File: config.mk
export PLATFORM = sky130hd
export DESIGN_NAME = tile_layer_fetcher_flat
export DESIGN_NICKNAME = d
export VERILOG_FILES = /design/src/rtl/tile_layer_fetcher_if.sv /design/src/rtl/tile_layer_fetcher.sv /design/src/flat_wrapper.sv
export SDC_FILE = /design/constraint.sdc
export NUM_CORES = 1
export LEC_CHECK = 0
export BUFFER_PORTS_ARGS = -buffer_cell sky130_fd_sc_hd__clkbuf_2
export CAP_MARGIN = 20
export CORE_AREA = 2 2 94 106
export CTS_BUF_LIST = sky130_fd_sc_hd__clkbuf_8
export CTS_CLUSTER_SIZE = 24
export DETAILED_ROUTE_END_ITERATION = 6
export DIE_AREA = 0 0 96 108
export PLACE_DENSITY = 0.93
export SETUP_SLACK_MARGIN = 0.02
export SLEW_MARGIN = 40
export SYNTH_ARGS = -nofsm -noshare
export SYNTH_HDL_FRONTEND = slang
export SYNTH_SLANG_ARGS = --single-unit
File: constraint.sdc
create_clock -name clk_draw -period 8.55 [get_ports clk_draw]
set_input_delay 1.71 -clock clk_draw [delete_from_list [all_inputs] [get_ports clk_draw]]
set_output_delay 1.71 -clock clk_draw [all_outputs]
set_load 0.02 [all_outputs]
File: src/rtl/tile_layer_fetcher_if.sv
// Fetcher bus bundle: tilemap read port, tile bitmap read port and the
// 4-pixel group stream toward the pixel doubler / shift aligner.
interface tile_layer_fetcher_if #(
  parameter int unsigned CORDW      = 11,
  parameter int unsigned MAP_W_LOG2 = 5,
  parameter int unsigned MAP_H_LOG2 = 5,
  parameter int unsigned PAL_W      = 5
);
  localparam int unsigned MAP_AW = MAP_H_LOG2 + MAP_W_LOG2;
  localparam int unsigned PIX_W  = 4 * (PAL_W + 4);

  logic              map_re;
  logic [MAP_AW-1:0] map_addr;
  logic [15:0]       map_data;
  logic              tile_re;
  logic [13:0]       tile_addr;
  logic [15:0]       tile_data;
  logic              out_valid;
  logic              out_ready;
  logic [PIX_W-1:0]  out_pixels;
  logic [CORDW-1:0]  out_lb_x;
  logic              out_last;

  modport master (
    output map_re, map_addr, input map_data,
    output tile_re, tile_addr, input tile_data,
    output out_valid, out_pixels, out_lb_x, out_last, input out_ready
  );

  modport slave (
    input map_re, map_addr, output map_data,
    input tile_re, tile_addr, output tile_data,
    input out_valid, out_pixels, out_lb_x, out_last, output out_ready
  );
endinterface

File: src/rtl/tile_layer_fetcher.sv
// Walks one scanline of a scrollable, wrapping tile layer and streams
// 4-pixel {palette, pixel} groups to the line-buffer write path.
module tile_layer_fetcher #(
  parameter int unsigned CORDW       = 11,
  parameter int unsigned MAP_W_LOG2  = 5,
  parameter int unsigned MAP_H_LOG2  = 5,
  parameter int unsigned PAL_W       = 5,
  parameter int unsigned LINE_PIXELS = 320
) (
  input  logic                  clk_draw,
  input  logic                  rst_draw_n,
  input  logic                  line_start,
  input  logic [CORDW-1:0]      line_y,
  input  logic [CORDW-1:0]      scroll_x,
  input  logic [CORDW-1:0]      scroll_y,
  output logic                  busy,
  tile_layer_fetcher_if.master  bus
);
  localparam int unsigned SXW_W  = MAP_W_LOG2 + 1;  // source x counted in 4-pixel words
  localparam int unsigned SY_W   = MAP_H_LOG2 + 3;
  localparam int unsigned MAP_AW = MAP_H_LOG2 + MAP_W_LOG2;
  localparam int unsigned ENT_W  = PAL_W + 4;
  localparam int unsigned PIX_W  = 4 * ENT_W;
  localparam int unsigned GROUPS = LINE_PIXELS / 4;

  typedef enum logic [2:0] {IDLE, MAP, TILE, CAP, OUT} state_t;

  state_t             state_q, state_d;
  logic [CORDW-1:0]   g_q, g_d;
  logic [CORDW-1:0]   last_g_q, last_g_d;
  logic [1:0]         fine_q, fine_d;
  logic [SXW_W-1:0]   sxa_q, sxa_d;
  logic [SY_W-1:0]    sy_q, sy_d;
  logic [9:0]         ent_idx_q, ent_idx_d;
  logic [PAL_W-1:0]   ent_pal_q, ent_pal_d;
  logic               ent_flip_q, ent_flip_d;
  logic               fresh_q;
  logic [SXW_W-1:0]   src_q, src_d;
  logic [MAP_AW-1:0]  map_addr_d;
  logic [PIX_W-1:0]   pix_d;
  logic [CORDW-1:0]   lb_d;
  logic [9:0]         idx_sel;
  logic               flip_sel;
  logic [ENT_W-1:0]   e0, e1, e2, e3;

  assign src_q = sxa_q + SXW_W'(g_q);
  assign e0 = {ent_pal_q, bus.tile_data[3:0]};
  assign e1 = {ent_pal_q, bus.tile_data[7:4]};
  assign e2 = {ent_pal_q, bus.tile_data[11:8]};
  assign e3 = {ent_pal_q, bus.tile_data[15:12]};

  // Next-state and line/group bookkeeping
  always_comb begin
    state_d    = state_q;
    g_d        = g_q;
    last_g_d   = last_g_q;
    fine_d     = fine_q;
    sxa_d      = sxa_q;
    sy_d       = sy_q;
    ent_idx_d  = ent_idx_q;
    ent_pal_d  = ent_pal_q;
    ent_flip_d = ent_flip_q;
    pix_d      = bus.out_pixels;
    lb_d       = bus.out_lb_x;

    unique case (state_q)
      IDLE: ;
      MAP:  state_d = TILE;
      TILE: begin
        if (fresh_q) begin
          ent_idx_d  = bus.map_data[9:0];
          ent_pal_d  = bus.map_data[10 +: PAL_W];
          ent_flip_d = bus.map_data[15];
        end
        state_d = CAP;
      end
      CAP: begin
        pix_d   = ent_flip_q ? {e3, e2, e1, e0} : {e0, e1, e2, e3};
        lb_d    = {g_q[CORDW-3:0], 2'b00} - CORDW'(fine_q);
        state_d = OUT;
      end
      OUT: begin
        if (bus.out_ready) begin
          if (g_q == last_g_q) begin
            state_d = IDLE;
          end else begin
            g_d = g_q + CORDW'(1);
            // word 0 -> word 1 of the same tile reuses the latched map entry
            state_d = src_q[0] ? MAP : TILE;
          end
        end
      end
      default: state_d = IDLE;
    endcase

    if (line_start) begin
      fine_d   = scroll_x[1:0];
      sxa_d    = SXW_W'(scroll_x >> 2);
      sy_d     = SY_W'(line_y + scroll_y);
      g_d      = '0;
      last_g_d = CORDW'(GROUPS - 1) + CORDW'(scroll_x[1:0] != 2'b00);
      state_d  = MAP;
    end

    src_d      = sxa_d + SXW_W'(g_d);
    map_addr_d = {sy_d[SY_W-1:3], src_d[SXW_W-1:1]};
  end

  // Tile address follows map_data directly on a fresh entry, the latch otherwise
  always_comb begin
    idx_sel  = fresh_q ? bus.map_data[9:0] : ent_idx_q;
    flip_sel = fresh_q ? bus.map_data[15]  : ent_flip_q;
    bus.tile_addr = (state_q == TILE) ? {idx_sel, sy_q[2:0], src_q[0] ^ flip_sel} : 14'd0;
  end

  always_ff @(posedge clk_draw or negedge rst_draw_n) begin
    if (!rst_draw_n) begin
      state_q        <= IDLE;
      g_q            <= '0;
      last_g_q       <= '0;
      fine_q         <= '0;
      sxa_q          <= '0;
      sy_q           <= '0;
      ent_idx_q      <= '0;
      ent_pal_q      <= '0;
      ent_flip_q     <= 1'b0;
      fresh_q        <= 1'b0;
      busy           <= 1'b0;
      bus.map_re     <= 1'b0;
      bus.map_addr   <= '0;
      bus.tile_re    <= 1'b0;
      bus.out_valid  <= 1'b0;
      bus.out_last   <= 1'b0;
      bus.out_pixels <= '0;
      bus.out_lb_x   <= '0;
    end else begin
      state_q        <= state_d;
      g_q            <= g_d;
      last_g_q       <= last_g_d;
      fine_q         <= fine_d;
      sxa_q          <= sxa_d;
      sy_q           <= sy_d;
      ent_idx_q      <= ent_idx_d;
      ent_pal_q      <= ent_pal_d;
      ent_flip_q     <= ent_flip_d;
      fresh_q        <= (state_q == MAP);
      busy           <= (state_d != IDLE);
      bus.map_re     <= (state_d == MAP);
      bus.map_addr   <= (state_d == MAP) ? map_addr_d : '0;
      bus.tile_re    <= (state_d == TILE);
      bus.out_valid  <= (state_d == OUT);
      bus.out_last   <= (state_d == OUT) && (g_d == last_g_d);
      bus.out_pixels <= pix_d;
      bus.out_lb_x   <= lb_d;
    end
  end
endmodule

File: src/flat_wrapper.sv
// flat-port wrapper written by rule: the top's interface ports become plain ports
module tile_layer_fetcher_flat 
#(
  parameter int unsigned CORDW       = 11,
  parameter int unsigned MAP_W_LOG2  = 5,
  parameter int unsigned MAP_H_LOG2  = 5,
  parameter int unsigned PAL_W       = 5,
  parameter int unsigned LINE_PIXELS = 320
)
  (clk_draw, rst_draw_n, line_start, line_y, scroll_x, scroll_y, busy, bus_map_re, bus_map_addr, bus_map_data, bus_tile_re, bus_tile_addr, bus_tile_data, bus_out_valid, bus_out_pixels, bus_out_lb_x, bus_out_last, bus_out_ready);
  tile_layer_fetcher_if #(.CORDW(CORDW), .MAP_W_LOG2(MAP_W_LOG2), .MAP_H_LOG2(MAP_H_LOG2), .PAL_W(PAL_W)) bus_i ();
  input  logic clk_draw;
  input  logic rst_draw_n;
  input  logic line_start;
  input  logic [CORDW-1:0] line_y;
  input  logic [CORDW-1:0] scroll_x;
  input  logic [CORDW-1:0] scroll_y;
  output logic busy;
  output wire logic [$bits(bus_i.map_re)-1:0] bus_map_re;
  output wire logic [$bits(bus_i.map_addr)-1:0] bus_map_addr;
  input wire logic [$bits(bus_i.map_data)-1:0] bus_map_data;
  output wire logic [$bits(bus_i.tile_re)-1:0] bus_tile_re;
  output wire logic [$bits(bus_i.tile_addr)-1:0] bus_tile_addr;
  input wire logic [$bits(bus_i.tile_data)-1:0] bus_tile_data;
  output wire logic [$bits(bus_i.out_valid)-1:0] bus_out_valid;
  output wire logic [$bits(bus_i.out_pixels)-1:0] bus_out_pixels;
  output wire logic [$bits(bus_i.out_lb_x)-1:0] bus_out_lb_x;
  output wire logic [$bits(bus_i.out_last)-1:0] bus_out_last;
  input wire logic [$bits(bus_i.out_ready)-1:0] bus_out_ready;
  assign bus_map_re = bus_i.map_re;
  assign bus_map_addr = bus_i.map_addr;
  assign bus_i.map_data = bus_map_data;
  assign bus_tile_re = bus_i.tile_re;
  assign bus_tile_addr = bus_i.tile_addr;
  assign bus_i.tile_data = bus_tile_data;
  assign bus_out_valid = bus_i.out_valid;
  assign bus_out_pixels = bus_i.out_pixels;
  assign bus_out_lb_x = bus_i.out_lb_x;
  assign bus_out_last = bus_i.out_last;
  assign bus_i.out_ready = bus_out_ready;
  tile_layer_fetcher #(.CORDW(CORDW), .MAP_W_LOG2(MAP_W_LOG2), .MAP_H_LOG2(MAP_H_LOG2), .PAL_W(PAL_W), .LINE_PIXELS(LINE_PIXELS)) u_core (.clk_draw(clk_draw), .rst_draw_n(rst_draw_n), .line_start(line_start), .line_y(line_y), .scroll_x(scroll_x), .scroll_y(scroll_y), .busy(busy), .bus(bus_i));
endmodule
==> impl_results.md <==
- Final Setup Violations: 0
- Layout Nets: 686
- DRC Markers: 0
- Max Cap Viol: 0
- Clock buffer depth: 2
- DRT antenna net count: 0
- Inserted Diodes: 0
- CP arrival: between 2000 and 2500 ps
- Layout cells sized above 1: 33.55%
- Synth area leader: dfrtp_1
- Busiest grt layer: met2
- Status: complete, no violations
- Final hold violations: 0
- Worst setup EP type: primary output
- Total power: ~1.5 mW
- Worst-case reg-to-reg path depth: 12
- Initial antenna violation count: 0
- Synthesis Warnings: 0
- PortBufs: 135
- Hold Slack: approximately 490 ps
- Worst Path Required: ~6800 ps
- Crit path launch type: input port
- Layout area overhead: 15.28%
- Worst vdd ir: 0.1137 mV
- Die area: between 10,000 and 15,000 um2
- Chip width: around 96 um
- Hold EP: u_core.bus.out_lb_x[0]
- GRT met2 Usage: a little under two fifths
- RSZ-0062 raised after global routing: false
- Met3 GRT Util: under 10%
- Met1 Use GR: 26.92%
- FF+latch count, synth: between 100 and 150
- Clk_lat worst skew: 360 ps
- R2R Setup Slk: between 5000 and 6000 ps
- CTS tree: yes
- First-pass GRT wire length: 17.76 mm
- PostCTS Resize Cnt: 0
- Slew margin rel.: a little over half
- Root Buffer: clkbuf_8
- Final Max Tran Viols: 0
- Clk sink count: roughly 110
- P per Cell Area: 242.3 nW/um2
- Primary FF master, synth: dfrtp_1
- Syn Std Cell Area: ~5400 um2
- Avg Inst Size Synth: about 11 um2
- Clk_skew: 13.88 ps
- Initial DRC count: about 140
- Largest net degree at the start of global routing: 78
- DRT Wirelength: approximately 11 mm
- Async SR Flop Fraction: between 90% and 100%
- DIE HEIGHT: between 100 and 150 um
- Fin crit share: between 40% and 50%
- Post-CTS Hold Buffers: 0
- Clk pin slew, worst setup/hold paths: 90 ps
- Sequential element share of the synthesized area: 48.97%
- Htree depth: 3
- Post-synth EDFFs: 0
- Initial core utilization: 58.24%
- Via count: just under 4,000
- Place WS: around 4400 ps
- Global Route Usage Sum: roughly 22%
- Worst hold path stage count: 2
- DP HPWL: around 8.4 mm
- DR vias/cell: roughly 5.4
- Final worst path period need: about 4000 ps
- First drt pass iteration count: 5
- Syn Nets: approximately 580
- Vias in the first global route: between 3,000 and 4,000
- Top cells by count, synth: 105 x dfrtp_1, 40 x nand2_1, 39 x o21ai_0
- Setup_tns: 0 ps
- Most frequent cell after synthesis: dfrtp_1
- # IOs: around 150
- Slew @ Worst Pin: slightly above 700 ps
- Final Worst Setup Slack: around 4500 ps
- FF-to-FF End: u_core.bus.map_addr[4]
- Number of buffers created by CTS: 9
- Row count: 37
- Area contributors post-synth: dfrtp_1 49%, mux2_2 6.9%, mux2i_1 5.8%, xor2_1 4.2%, o21ai_0 3.6%
- Hold_sp: u_core.bus.out_lb_x[0]
- Max Clk Rate: approximately 250 MHz
- Worst r2r src: u_core.g_q[5]
- Synth cell types: 50
- Aggregate global routing overflow: 0
- # Post-CTS Setup Buffers: 0
- Worst hold path class: flip-flop to flip-flop
- Gate Count Post-Synth: 490
- Top cell type's share of synthesized area: roughly 49%
- Leakage power: roughly 3.2 nW
- Routed WL per cell: approximately 15 um
- Final Wtd Congestion: 0.9316
- Worst setup path category: input port to primary output
- Maximum fanout along the worst path: 2
- Core box area: just over 9000 um2
## cells by family after synthesis
logic type,count (synthesis),synth area share [%]
compound gates,70,8.046
xor+xnor,45,7.626
fa+ha+maj,17,4.244
buf+inv,61,5.900
flops,105,48.97
mux,64,12.71
simple gates,128,12.50
## through the flow
stage               utilization, %  area (um2)  std cells
finish                       67.13        6185        722
global route                 67.13        6185        722
CTS                          67.12        6183        722
detailed placement           64.93        5982        706
global placement             64.89        5978        706
floorplan                        -        5365        490
## how the worst max path moves through the flow
stage                      from                      to
2_1_floorplan        line_start  u_core.bus.map_addr[4]
3_3_place_gp      bus_out_ready  u_core.bus.map_addr[4]
3_5_place_dp      bus_out_ready  u_core.bus.map_addr[4]
4_1_cts        bus_map_data[15]        bus_tile_addr[0]
5_1_grt           bus_out_ready  u_core.bus.map_addr[4]
6_report       bus_map_data[15]        bus_tile_addr[0]
## per-layer routing
layer,wire [um],vias to the layer above
met5,0,-
met3,662,17
met1,4567,1908
met4,172,0
met2,5657,134
li1,-,1863
## sequential cells by signal (all words and copies together) (netlist names), 2 cells and up
name / flops
u_core.last_g_q: 11
u_core.bus.map_addr: 10
u_core.sxa_q: 6
u_core.g_q: 11
u_core.bus.out_lb_x: 11
u_core.sy_q: 8
u_core.bus.out_pixels: 21
u_core.ent_idx_q: 10
u_core.state_q: 3
u_core.ent_pal_q: 5
u_core.fine_q: 2
## area by class of cell
cell class / instances / area (um2)
inverters: 22 / 82.58
clock inverters: 7 / 77.57
clock buffers: 9 / 123.9
repair buffers: 138 / 704.4
flip-flops and latches: 105 / 2629
fillers: 718 / 3028
multi-input cells: 324 / 2421
well taps: 117 / 146.4
## worst max-delay path, stage by stage
cell,delay [ps]
clkbuf_2,90
mux2i_1,160
xor2_1,170
nor2_1,60
clkbuf_2,160
## power breakdown
group | total (mW) | internal, mW | switching (mW) | leakage (nW)
clock network | 0.309 | 0.139 | 0.170 | 0.105
registers | 0.706 | 0.615 | 0.0907 | 1.31
logic | 0.484 | 0.198 | 0.286 | 1.78
total | 1.50 | 0.952 | 0.546 | 3.19
## placed cells by master (no fill, tap or decap), drive strengths merged, types with 6 or more instances in the layout
master and count:
ha 15, nor2b 9, xor2 28, a21oi 11
xnor2 17, nor3 6, nand4 10, clkbuf 143
inv 24, and2 7, mux2 33, nor2 33
o21ai 39, dfrtp 105, nand2 40, mux2i 31
Note: power is estimated with default switching activity, not from simulation.
